$ cat config.mk
export PLATFORM = sky130hd
export DESIGN_NAME = div
export DESIGN_NICKNAME = d
export VERILOG_FILES = /design/src/rtl/div_pkg.sv /design/src/rtl/div.sv
export SDC_FILE = /design/constraint.sdc
export NUM_CORES = 1
export LEC_CHECK = 0
export CORE_ASPECT_RATIO = 0.8
export CORE_MARGIN = 4
export CORE_UTILIZATION = 49
export DETAILED_ROUTE_END_ITERATION = 7
export HOLD_SLACK_MARGIN = 0.1
export PLACE_DENSITY = 0.7
export SKIP_LAST_GASP = 1
export SYNTH_ARGS = -nofsm -noshare
export SYNTH_HDL_FRONTEND = slang
export SYNTH_SLANG_ARGS = --single-unit
$ cat constraint.sdc
create_clock -name clk -period 4.18 [get_ports clk]
set_clock_uncertainty 0.05 [all_clocks]
set_input_delay 1.254 -clock clk [delete_from_list [all_inputs] [get_ports clk]]
set_output_delay 1.254 -clock clk [all_outputs]
set_load 0.1 [all_outputs]
$ cat src/rtl/div_pkg.sv
// Shared types and constants for the multi-cycle divider.
// FSM state encoding plus named ready/start levels used by div and its bench.
package div_pkg;

    typedef enum logic [1:0] {
        DIV_FREE    = 2'b00,
        DIV_BY_ZERO = 2'b01,
        DIV_ON      = 2'b10,
        DIV_END     = 2'b11
    } div_state_e;

    localparam logic DIV_RESULT_READY     = 1'b1;
    localparam logic DIV_RESULT_NOT_READY = 1'b0;
    localparam logic DIV_START            = 1'b1;
    localparam logic DIV_STOP             = 1'b0;

endpackage

$ cat src/rtl/div.sv
// Restoring divider, one quotient bit per cycle, signed/unsigned, with annul.
// Handshake: start_i stays high until ready_o is seen; ready_o holds in END until start_i drops.
module div
    import div_pkg::*;
#(
    parameter int WIDTH = 32
) (
    input  logic               clk,
    input  logic               rst,
    input  logic               signed_div_i,
    input  logic [WIDTH-1:0]   opdata1_i,
    input  logic [WIDTH-1:0]   opdata2_i,
    input  logic               start_i,
    input  logic               annul_i,
    output logic [2*WIDTH-1:0] result_o,
    output logic               ready_o
);

    localparam int CNT_W = $clog2(WIDTH + 1);
    localparam logic [CNT_W-1:0] CNT_LAST = CNT_W'(WIDTH);

    div_state_e         state, state_n;
    logic [CNT_W-1:0]   cnt, cnt_n;
    logic [WIDTH-1:0]   rem, rem_n;
    logic [WIDTH-1:0]   quo, quo_n;
    logic [WIDTH-1:0]   dvsr, dvsr_n;
    logic               neg_q, neg_q_n;
    logic               neg_r, neg_r_n;
    logic [2*WIDTH-1:0] result_n;
    logic               ready_n;

    // Magnitudes of the operands as seen at latch time
    logic               op1_neg, op2_neg;
    logic [WIDTH-1:0]   op1_abs, op2_abs;

    // One restoring step: shift in the next dividend bit, trial-subtract
    logic [WIDTH:0]     shifted, trial;
    logic               fits;
    logic [WIDTH-1:0]   q_fin, r_fin;

    always_comb begin
        op1_neg = signed_div_i & opdata1_i[WIDTH-1];
        op2_neg = signed_div_i & opdata2_i[WIDTH-1];
        op1_abs = op1_neg ? -opdata1_i : opdata1_i;
        op2_abs = op2_neg ? -opdata2_i : opdata2_i;

        shifted = {rem, quo[WIDTH-1]};
        trial   = shifted - {1'b0, dvsr};
        fits    = (shifted >= {1'b0, dvsr});

        q_fin = neg_q ? -quo : quo;
        r_fin = neg_r ? -rem : rem;
    end

    always_comb begin
        state_n  = state;
        cnt_n    = cnt;
        rem_n    = rem;
        quo_n    = quo;
        dvsr_n   = dvsr;
        neg_q_n  = neg_q;
        neg_r_n  = neg_r;
        result_n = result_o;
        ready_n  = ready_o;

        case (state)
            DIV_FREE: begin
                ready_n  = DIV_RESULT_NOT_READY;
                result_n = '0;
                if (start_i == DIV_START && !annul_i) begin
                    cnt_n = '0;
                    rem_n = '0;
                    if (opdata2_i == '0) begin
                        state_n = DIV_BY_ZERO;
                        quo_n   = '0;
                        dvsr_n  = '0;
                        neg_q_n = 1'b0;
                        neg_r_n = 1'b0;
                    end else begin
                        state_n = DIV_ON;
                        quo_n   = op1_abs;
                        dvsr_n  = op2_abs;
                        neg_q_n = op1_neg ^ op2_neg;
                        neg_r_n = op1_neg;
                    end
                end
            end

            DIV_BY_ZERO: begin
                rem_n = '0;
                quo_n = '0;
                state_n = annul_i ? DIV_FREE : DIV_END;
            end

            DIV_ON: begin
                if (annul_i) begin
                    state_n = DIV_FREE;
                end else if (cnt == CNT_LAST) begin
                    state_n  = DIV_END;
                    ready_n  = DIV_RESULT_READY;
                    result_n = {r_fin, q_fin};
                end else begin
                    rem_n = fits ? trial[WIDTH-1:0] : shifted[WIDTH-1:0];
                    quo_n = {quo[WIDTH-2:0], fits};
                    cnt_n = cnt + CNT_W'(1);
                end
            end

            DIV_END: begin
                // Divide-by-zero arrives here with ready low; raise it with the zero result
                if (start_i == DIV_START) begin
                    ready_n = DIV_RESULT_READY;
                end else begin
                    state_n  = DIV_FREE;
                    ready_n  = DIV_RESULT_NOT_READY;
                    result_n = '0;
                end
            end

            default: state_n = DIV_FREE;
        endcase
    end

    always_ff @(posedge clk) begin
        if (rst) begin
            state    <= DIV_FREE;
            cnt      <= '0;
            rem      <= '0;
            quo      <= '0;
            dvsr     <= '0;
            neg_q    <= 1'b0;
            neg_r    <= 1'b0;
            result_o <= '0;
            ready_o  <= DIV_RESULT_NOT_READY;
        end else begin
            state    <= state_n;
            cnt      <= cnt_n;
            rem      <= rem_n;
            quo      <= quo_n;
            dvsr     <= dvsr_n;
            neg_q    <= neg_q_n;
            neg_r    <= neg_r_n;
            result_o <= result_n;
            ready_o  <= ready_n;
        end
    end

endmodule

==> impl_metrics.py, run 1 <==
metrics = {
    "status": {
        "outcome": "complete, no violations",
    },
    "layout": {
        "syn_to_final_growth_pct": 21.8,
        "drive_gt1_share_pct": 9.13,
        "num-nets-final": 1643,
        "antennaDiodeCount": 0,
    },
    "synth": {
        "synth_area_leader_cell": "dfxtp_1",
        "synth_top_area_share_pct": 31.0,
        "ys_ff_latch": 171,
        "synth.area.top_cells": "dfxtp_1 31%, xnor2_1 6.6%, nor2_1 5.7%",
        "synth-seq-area-share_pct": 31.0,
        "synth-async-reset-ratio_pct": 0,
        "synth_fp_nets": 1518,
        "syn_avg_cell_area_um2": 7.86,
        "synth.distinct_cells": 72,
        "synth_edf_count": 0,
        "synth_cells": 1406,
        "synth_warnings": 0,
        "synth_area_mm2": 0.0111,
        "synth_flop_cell": "dfxtp_1",
    },
    "power_and_ir_drop": {
        "ir_drop_uv": 738,
        "power_density_mw_per_mm2": 577,
        "leakagePower_nw": 5.27,
    },
    "setup_path": {
        "crit_end": "quo[21]$_SDFFE_PP0P_",
        "crit_chain": "clkdlybuf4s50_1 -> or4_4 -> or4b_4 -> or4_4 -> nor3_4 -> nor2_4 -> buf_12 -> a221oi_2 -> nor3_1",
        "crit_path_end_kind": "flop",
        "cp_slowest_cell": "or4_4",
        "r2r_setup_slack_ns": 0.57,
        "start_kind": "primary input",
        "rr_startpoint": "quo[31]$_SDFFE_PP0P_",
        "cp_data_arrival_time_ns": 4.12,
        "required_ns": 4.43,
        "crit_path_frequent_cell": "or4_4",
        "critPathLaunch": "opdata2_i[6]",
        "slowest_delay_ns": 0.56,
        "r2r-end": "rem[30]$_SDFFE_PP0P_",
        "crit_fanout": 13,
        "path_class": "primary input to flop",
        "rr_worst_depth": 14,
    },
    "routing": {
        "wl_per_cell_um": 17.5,
        "final_antenna_net_count": 0,
        "routed_wirelength_um": 32300,
        "dr.pass1.iters": 5,
        "drt-initial-drc-count": 949,
        "drc": 0,
        "num_vias": 10700,
        "via_per_inst": 5.79,
    },
    "die": {
        "fp.dieH_um": 142,
        "core_mm2": 0.0219,
        "start_util_pct": 50.6,
        "rows": 48,
        "die_area_mm2": 0.0250,
        "die_x_um": 176,
        "ios": 134,
    },
    "clocking": {
        "post_cts_buffers": 0,
        "h-tree-depth": 4,
        "cts_resized": 0,
        "root_buffer": "clkbuf_16",
        "cts_hold_buf": 0,
        "clk_pin_slew_worst_paths_ns": 0.07,
        "numCtsBuffers": 17,
        "cts_tree": "done",
        "clkLatencyLatePin_ns": 0.44,
        "cts_sinks": 171,
        "clock_path_buffers": 2,
    },
    "global_route": {
        "overflow": 0,
        "use_met3_pct": 5.84,
        "top_usage_layer": "met1",
        "antenna_found_initial": 0,
        "grt_pass1_vias": 9487,
        "grt_pass1_wl_um": 51700,
        "grt_max_degree": 73,
        "use_met2_pct": 35.6,
        "track_usage_pct": 25.4,
        "use_met1_pct": 39.6,
    },
    "sta": {
        "worst_slack_ns": 0.312,
        "worst_slew_pin_slew_ns": 1.01,
        "hold_ws_ns": 0.404,
        "rsz0062_at_grt": "false",
        "finalMaxSlewViolations": 0,
        "hold_viol": 0,
        "fin_crit_sh_pct": 92.5,
        "max_freq_mhz": 259,
        "period_minus_slack_ns": 3.87,
        "setup_viol": 0,
        "relSlewSlack_pct": 32.3,
    },
    "placement": {
        "port_buffers": 133,
        "gp_congestion": 0.923,
        "hpwlAfterDp_um": 24800,
        "post-place-ws_ns": -0.129,
    },
    "worst_hold_path": {
        "hold_path.class": "flop to flop",
    },
    "run": {
        "maxCapViolCount": 0,
    },
}
[critical path: cells and delay by family]
kind / cells / cell delay, ns
simple gates: 6 / 2.02
buf+inv: 2 / 0.59
compound gates: 1 / 0.24
[layout by cell type, fill, tap and decap left out, drive strengths merged, types with 21 or more instances in the layout]
| master | netlist | final |
|---|---|---|
| a22oi | 37 | 37 |
| a21oi | 85 | 85 |
| buf | 9 | 56 |
| inv | 61 | 68 |
| nor2 | 168 | 168 |
| nand3 | 32 | 32 |
| clkdlybuf4s50 | 0 | 131 |
| a211oi | 23 | 23 |
| xnor2 | 83 | 83 |
| a221oi | 32 | 32 |
| nor3 | 61 | 61 |
| mux2i | 21 | 21 |
| o31ai | 23 | 23 |
| nand2 | 136 | 136 |
| ha | 42 | 42 |
| dfxtp | 171 | 171 |
| o21ai | 100 | 100 |
| xor2 | 57 | 57 |
[metrics by stage]
stage,instance area [um2],utilization (%),std cells,TNS (ns),power (mW)
after floorplan,11100,-,1406,0,5.07
after global placement,12900,59.0,1812,-2.90,6.13
after detailed placement,12900,59.0,1812,-3.46,6.18
after CTS,13500,61.6,1844,0,7.74
after global routing,13500,61.6,1844,0,8.26
final,13500,61.6,1844,0,7.78
[flip-flops by register name (all words and copies together), names as in the netlist]
| name | flops |
|---|---|
| result_o | 64 |
| dvsr | 32 |
| quo | 32 |
| rem | 32 |
| cnt | 6 |
| state | 2 |
| neg_q | 1 |
| neg_r | 1 |
| ready_o | 1 |
[report_power, final]
part / switching, mW / internal [mW] / total [mW]
clock network: 0.765 / 0.794 / 1.56
logic: 2.45 / 1.46 / 3.91
registers: 0.421 / 1.88 / 2.31
[routing by layer]
layer	wire length (um)	share of wire, %
met5	0	0
met1	16000	50
met2	13000	40
met3	2930	9.1
met4	284	0.88
[layout make-up]
cell class                      count  area [um2]
Fill cell                        2012        8390
Multi-Input combinational cell   1093        7090
Sequential cell                   171        3420
Timing Repair Buffer              187        1770
Clock buffer                       17         425
Tap cell                          300         375
Inverter                           61         229
Clock inverter                     15         150
[cells in the mapped netlist, types with 3 or more instances]
| master | count |
|---|---|
| a31oi_1 | 6 |
| o31ai_1 | 23 |
| nand2b_1 | 16 |
| o21ai_1 | 6 |
| inv_1 | 61 |
| and3_1 | 6 |
| and2_1 | 6 |
| a21o_1 | 14 |
| a22oi_1 | 37 |
| xnor2_1 | 83 |
| nor2_1 | 167 |
| a32oi_1 | 7 |
| o211ai_1 | 7 |
| nor4_1 | 12 |
| nand2_1 | 136 |
| a311oi_1 | 5 |
| nand4b_1 | 3 |
| o21bai_1 | 5 |
| o21ai_0 | 94 |
| nand3_1 | 32 |
| o21a_1 | 4 |
| or2_2 | 7 |
| or3_1 | 13 |
| nor3_1 | 60 |
| ha_1 | 42 |
| clkbuf_1 | 72 |
| nor2b_1 | 6 |
| a211oi_1 | 23 |
| buf_1 | 3 |
| dfxtp_1 | 171 |
| buf_6 | 3 |
| xor2_1 | 57 |
| nand4_1 | 13 |
| a221oi_2 | 28 |
| or4_1 | 10 |
| a221oi_1 | 4 |
| a21oi_1 | 85 |
| o41ai_1 | 16 |
| mux2i_1 | 21 |
[kinds of logic (layout without fill, tap and decap cells)]
group           Yosys count  count (layout)  share of synthesized area [%]
flops                   171             171                           31.0
compound gates          385             385                           24.7
buf+inv                 142             280                           5.08
fa+ha+maj                43              43                           4.93
xor+xnor                140             140                           11.1
simple gates            504             504                           21.3
mux                      21              21                           1.90
[how the worst min path moves through the flow]
stage | startpoint | to | slack (ns) | depth (start not counted)
final | dvsr[23]$_SDFFE_PP0P_ | dvsr[23]$_SDFFE_PP0P_ | 0.40 | 2
after global routing | result_o[37]$_SDFFE_PP0P_ | result_o[37]$_SDFFE_PP0P_ | 0.43 | 2
after CTS | result_o[2]$_SDFFE_PP0P_ | result_o[2]$_SDFFE_PP0P_ | 0.41 | 2
after detailed placement | result_o[37]$_SDFFE_PP0P_ | result_o[37]$_SDFFE_PP0P_ | 0.39 | 2
after global placement | result_o[31]$_SDFFE_PP0P_ | result_o[31]$_SDFFE_PP0P_ | 0.39 | 2
after floorplan | dvsr[17]$_SDFFE_PP0P_ | dvsr[17]$_SDFFE_PP0P_ | 0.38 | 2
(Power assumes the default switching activity.)
==> run 2, diff against run 1 <==
--- a/config.mk
+++ b/config.mk
@@ -6,7 +6,6 @@
 export NUM_CORES = 1
 export LEC_CHECK = 0
 export CORE_ASPECT_RATIO = 0.8
-export CORE_MARGIN = 4
 export CORE_UTILIZATION = 49
 export DETAILED_ROUTE_END_ITERATION = 7
 export HOLD_SLACK_MARGIN = 0.1
==> run 2 against run 1 <==
Compared with the run above:
- critical path depth is the same
- highest routed layer unchanged
- global-route usage grew 3.3 points
- die area shrank 7.5%
- critical endpoint is now quo[25]$_SDFFE_PP0P_
- wire length grew 0.85%
- maximum frequency is essentially flat
- via count is essentially flat
- register-to-register slack lost 0.02 ns
- setup slack gained 0.0031 ns
- critical path type unchanged
- cell count is the same
==> impl_metrics.py, run 2 (synthesis gave the netlist of run 1 again) <==
metrics = {
    "status": {
        "outcome": "complete, no violations",
    },
    "placement": {
        "dpl-instance-area_mm2": 0.0129,
        "port_buffers": 133,
        "hpwlAfterDp_um": 24400,
        "post-place-ws_ns": -0.104,
        "gp_congestion": 0.967,
        "placedCellCount": 1811,
    },
    "run": {
        "maxCapViolCount": 0,
    },
    "layout": {
        "seq_area_mm2": 0.00342,
        "syn_to_final_growth_pct": 22.1,
        "fillers": 1958,
        "final_cells": 1844,
        "drive_gt1_share_pct": 9.07,
        "multi_input_area_mm2": 0.00710,
        "final_cell_mix": "171 x dfxtp_1, 167 x nor2_1, 136 x nand2_1",
        "num-nets-final": 1642,
        "largest-register": "result_o",
        "final_common_cell": "dfxtp_1",
        "final_area_mm2": 0.0135,
        "largest_register_ffs": 64,
    },
    "sta": {
        "finalMaxSlewViolations": 0,
        "relSlewSlack_pct": 17.5,
        "fin_crit_sh_pct": 92.5,
        "period_minus_slack_ns": 3.87,
        "max_freq_mhz": 259,
        "setup_viol": 0,
        "worst_slack_ns": 0.315,
        "rsz0062_at_grt": "false",
        "worst_slew_pin_slew_ns": 1.23,
        "hold_ws_ns": 0.404,
        "hold_viol": 0,
    },
    "die": {
        "die_x_um": 170,
        "rows": 48,
        "core_mm2": 0.0219,
        "die_area_mm2": 0.0232,
        "start_util_pct": 50.6,
        "ios": 134,
        "fp.dieH_um": 136,
    },
    "routing": {
        "dr_wl_met3_um": 2340,
        "routed_wirelength_um": 32500,
        "drt-met1-wl_um": 16500,
        "drc": 0,
        "dr.pass1.iters": 5,
        "dr_wl_met2_um": 13400,
        "final_antenna_net_count": 0,
        "wl_per_cell_um": 17.6,
        "via_per_inst": 5.79,
        "top_layer_used": "met4",
        "num_vias": 10700,
        "drt-initial-drc-count": 1091,
    },
    "clocking": {
        "cts_sinks": 171,
        "root_buffer": "clkbuf_16",
        "clock_path_buffers": 2,
        "h-tree-depth": 4,
        "post_cts_buffers": 0,
        "clkLatencyLatePin_ns": 0.44,
        "cts_resized": 0,
        "clk_pin_slew_worst_paths_ns": 0.07,
        "numCtsBuffers": 17,
        "cts_hold_buf": 0,
        "cts_tree": "done",
    },
    "global_route": {
        "track_usage_pct": 28.7,
        "grt_pass1_vias": 9628,
        "grt_pass1_wl_um": 52000,
        "grt_max_degree": 69,
        "overflow": 0,
        "antenna_found_initial": 0,
    },
    "power_and_ir_drop": {
        "total_power_mw": 7.91,
        "leakagePower_nw": 5.28,
        "ir_drop_uv": 417,
        "power_density_mw_per_mm2": 586,
    },
    "setup_path": {
        "r2r_setup_slack_ns": 0.55,
        "required_ns": 4.41,
        "start_kind": "primary input",
        "crit_fanout": 13,
        "crit_path_end_kind": "flop",
        "rr_worst_depth": 14,
        "critPathLaunch": "opdata2_i[6]",
        "cp_data_arrival_time_ns": 4.10,
        "rr_startpoint": "quo[31]$_SDFFE_PP0P_",
        "r2r-end": "rem[30]$_SDFFE_PP0P_",
        "path_class": "primary input to flop",
    },
    "worst_hold_path": {
        "min-delay-start": "result_o[4]$_SDFFE_PP0P_",
        "hold_path_end": "result_o[4]$_SDFFE_PP0P_",
        "holdPathStages": 2,
        "hold_path.class": "flop to flop",
    },
}
run 2: final cells by class:
cell class              count  area share (%)
clock buffers              17            3.15
multi-input cells        1093            52.6
inverters                  61            1.70
repair buffers            186            13.0
flip-flops and latches    171            25.4
diodes                      1          0.0185
clock inverters            15            1.46
well taps                 300            2.78
run 2: worst max path at each step:
| stage | end | slack [ns] | cells after the start |
|---|---|---|---|
| global placement | dvsr[30]$_SDFFE_PP0P_ | -0.07 | 9 |
| CTS | quo[5]$_SDFFE_PP0P_ | 0.34 | 9 |
| detailed placement | quo[21]$_SDFFE_PP0P_ | -0.10 | 9 |
| global route | quo[21]$_SDFFE_PP0P_ | 0.24 | 9 |
| floorplan | quo[13]$_SDFFE_PP0P_ | 0.48 | 8 |
| finish | quo[25]$_SDFFE_PP0P_ | 0.31 | 9 |
run 2: critical path: stages:
cell and delay (ns):
clkdlybuf4s50_1 0.43, or4_4 0.56, or4b_4 0.50, or4_4 0.46
nor3_4 0.28, nor2_4 0.10, buf_12 0.17, a221oi_2 0.25
nor3_1 0.09
run 2: metrics by stage:
step	util, %	setup TNS, ns
after detailed placement	58.9	-2.49
after CTS	61.7	0
after global placement	58.9	-1.04
after floorplan	-	0
after global routing	61.7	0
final	61.8	0
run 2: layer usage:
| layer | global-route usage [%] | vias up |
|---|---|---|
| met3 | 4.57 | 27 |
| met2 | 40.8 | 344 |
| li1 | - | 5296 |
| met4 | 6.36 | 0 |
| met1 | 44.4 | 5005 |
| met5 | 0 | - |
run 2: power breakdown:
part,internal [mW],switching [mW],leakage [nW]
clock,0.917,0.778,0.302
sequential,1.88,0.390,1.39
combinational,1.44,2.50,3.59
total,4.24,3.67,5.28
==> run 3, diff against run 2 <==
--- a/config.mk
+++ b/config.mk
@@ -8,8 +8,9 @@
 export CORE_ASPECT_RATIO = 0.8
 export CORE_UTILIZATION = 49
 export DETAILED_ROUTE_END_ITERATION = 7
+export DONT_BUFFER_PORTS = 1
 export HOLD_SLACK_MARGIN = 0.1
-export PLACE_DENSITY = 0.7
+export PLACE_DENSITY = 0.62
 export SKIP_LAST_GASP = 1
 export SYNTH_ARGS = -nofsm -noshare
 export SYNTH_HDL_FRONTEND = slang
==> run 3 against run 2 <==
Compared with the run above:
- maximum frequency rose by 4.8%
- largest power group unchanged
- setup slack better by 0.18 ns
- via count decreased by 6.7%
- highest routed layer unchanged
- combinational power is 13% lower
- cell count fell by 9.1%
- count of clock-buffer cells in the layout unchanged
- sequential power increased by 11%
==> impl_metrics.py, run 3 (synthesis gave the netlist of run 1 again) <==
metrics = {
    "status": {
        "outcome": "complete, no violations",
    },
    "routing": {
        "via_per_inst": 5.94,
        "wl_per_cell_um": 18.6,
        "drt-initial-drc-count": 832,
        "num_vias": 9955,
        "drc": 0,
        "dr.pass1.iters": 5,
        "routed_wirelength_um": 31100,
        "final_antenna_net_count": 0,
    },
    "setup_path": {
        "required_ns": 4.45,
        "crit_end": "rem[30]$_SDFFE_PP0P_",
        "start_kind": "flop",
        "cp_slowest_cell": "fa_1",
        "rr_startpoint": "quo[31]$_SDFFE_PP0P_",
        "path_class": "flop to flop",
        "crit_fanout": 4,
        "crit_path_end_kind": "flop",
        "rr_worst_depth": 14,
        "crit_path_frequent_cell": "inv_1",
        "r2r_setup_slack_ns": 0.49,
        "slowest_delay_ns": 0.43,
        "critPathLaunch": "quo[31]$_SDFFE_PP0P_",
        "r2r-end": "rem[30]$_SDFFE_PP0P_",
        "crit_chain": "inv_1 -> ha_1 -> inv_1 -> fa_1 -> a211oi_1 -> nor2_1 -> o21ai_0 -> o31ai_1 -> buf_4 -> a311oi_1 -> o211ai_1 -> or3b_2 -> mux2i_1 -> a221o_1",
        "cp_data_arrival_time_ns": 3.96,
    },
    "sta": {
        "period_minus_slack_ns": 3.69,
        "setup_tns_ns": 0,
        "relSlewSlack_pct": 26.0,
        "finalMaxSlewViolations": 0,
        "hold_ws_ns": 0.411,
        "max_freq_mhz": 271,
        "hold_viol": 0,
        "setup_viol": 0,
        "worst_slack_ns": 0.492,
        "fin_crit_sh_pct": 88.2,
        "rsz0062_at_grt": "false",
        "worst_slew_pin_slew_ns": 1.11,
    },
    "power_and_ir_drop": {
        "leakagePower_nw": 4.62,
        "power_density_mw_per_mm2": 637,
        "switching_power_mw": 3.59,
        "p_clk_share_pct": 21.2,
        "p_comb_share_pct": 45.3,
        "ir_drop_uv": 789,
        "p_int_mw": 3.97,
        "swShare_pct": 47.5,
        "seq_power_share_pct": 33.5,
    },
    "die": {
        "rows": 48,
        "core_mm2": 0.0219,
        "ios": 134,
        "start_util_pct": 50.6,
        "fp.dieH_um": 136,
        "die_x_um": 170,
        "die_area_mm2": 0.0232,
    },
    "layout": {
        "final_cell_mix": "171 x dfxtp_1, 167 x nor2_1, 136 x nand2_1",
        "largest_register_ffs": 64,
        "antennaDiodeCount": 0,
        "fillers": 2137,
        "largest-register": "result_o",
        "multi_input_area_mm2": 0.00710,
        "num-nets-final": 1475,
        "seq_area_mm2": 0.00342,
        "final_common_cell": "dfxtp_1",
        "drive_gt1_share_pct": 7.63,
        "final_cells": 1676,
        "postLayoutCoreUtil_pct": 54.3,
        "syn_to_final_growth_pct": 7.40,
    },
    "global_route": {
        "antenna_found_initial": 0,
        "grt_pass1_wl_um": 49300,
        "grt_pass1_vias": 8886,
        "overflow": 0,
        "grt_max_degree": 128,
        "track_usage_pct": 27.1,
    },
    "clocking": {
        "clk_pin_slew_worst_paths_ns": 0.07,
        "cts_sinks": 171,
        "post_cts_buffers": 0,
        "root_buffer": "clkbuf_16",
        "clock_path_buffers": 2,
        "cts_tree": "done",
        "cts_resized": 0,
        "cts_hold_buf": 0,
        "h-tree-depth": 4,
        "numCtsBuffers": 17,
        "clkLatencyLatePin_ns": 0.43,
    },
    "placement": {
        "port_buffers": 0,
        "placedCellCount": 1644,
        "gp_congestion": 0.921,
        "hpwlAfterDp_um": 23200,
        "post-place-ws_ns": 0.244,
    },
    "run": {
        "maxCapViolCount": 0,
    },
    "worst_hold_path": {
        "hold_path.class": "flop to flop",
        "holdPathStages": 2,
    },
}
run 3: final cells by class:
| cell class | instances | area share, % |
|---|---|---|
| multi-input cells | 1093 | 59.8 |
| repair buffers | 19 | 1.31 |
| inverters | 61 | 1.93 |
| flip-flops and latches | 171 | 28.8 |
| well taps | 300 | 3.16 |
| clock buffers | 17 | 3.58 |
| clock inverters | 15 | 1.42 |
run 3: worst min path at each step:
stage / from / end / slack [ns]
2_1_floorplan: dvsr[17]$_SDFFE_PP0P_ / dvsr[17]$_SDFFE_PP0P_ / 0.38
3_3_place_gp: dvsr[19]$_SDFFE_PP0P_ / dvsr[19]$_SDFFE_PP0P_ / 0.39
3_5_place_dp: dvsr[23]$_SDFFE_PP0P_ / dvsr[23]$_SDFFE_PP0P_ / 0.40
4_1_cts: dvsr[19]$_SDFFE_PP0P_ / dvsr[19]$_SDFFE_PP0P_ / 0.41
5_1_grt: dvsr[17]$_SDFFE_PP0P_ / dvsr[17]$_SDFFE_PP0P_ / 0.42
6_report: dvsr[19]$_SDFFE_PP0P_ / dvsr[19]$_SDFFE_PP0P_ / 0.41
run 3: through the flow:
| stage | power, mW | area [um2] |
|---|---|---|
| 5_1_grt | 8.02 | 11900 |
| 2_1_floorplan | 5.07 | 11100 |
| 3_5_place_dp | 5.92 | 11300 |
| 4_1_cts | 7.53 | 11900 |
| 3_3_place_gp | 5.87 | 11300 |
| 6_report | 7.56 | 11900 |
run 3: power by group through the flow:
stage | logic [mW] | registers (mW) | clock network [mW]
final | 3.42 | 2.53 | 1.60
after global routing | 3.76 | 2.57 | 1.70
after CTS | 3.38 | 2.52 | 1.63
after detailed placement | 3.36 | 2.56 | 0
after global placement | 3.32 | 2.54 | 0
after floorplan | 2.65 | 2.42 | 0
run 3: critical path: cells and delay by family, from the launching register on:
| kind | cells | cell delay (ns) |
|---|---|---|
| buf+inv | 3 | 0.35 |
| fa+ha+maj | 2 | 0.62 |
| simple gates | 2 | 0.39 |
| compound gates | 6 | 1.73 |
| flops | 1 | 0.35 |
| mux | 1 | 0.09 |
run 3: routing by layer:
metal  GRT usage (%)  wire [um]  up-vias
li1                -          -     4971
met4            5.86        342        0
met1            42.5      16400     4631
met2            36.6      12100      326
met5               0          0        -
met3            6.08       2300       27
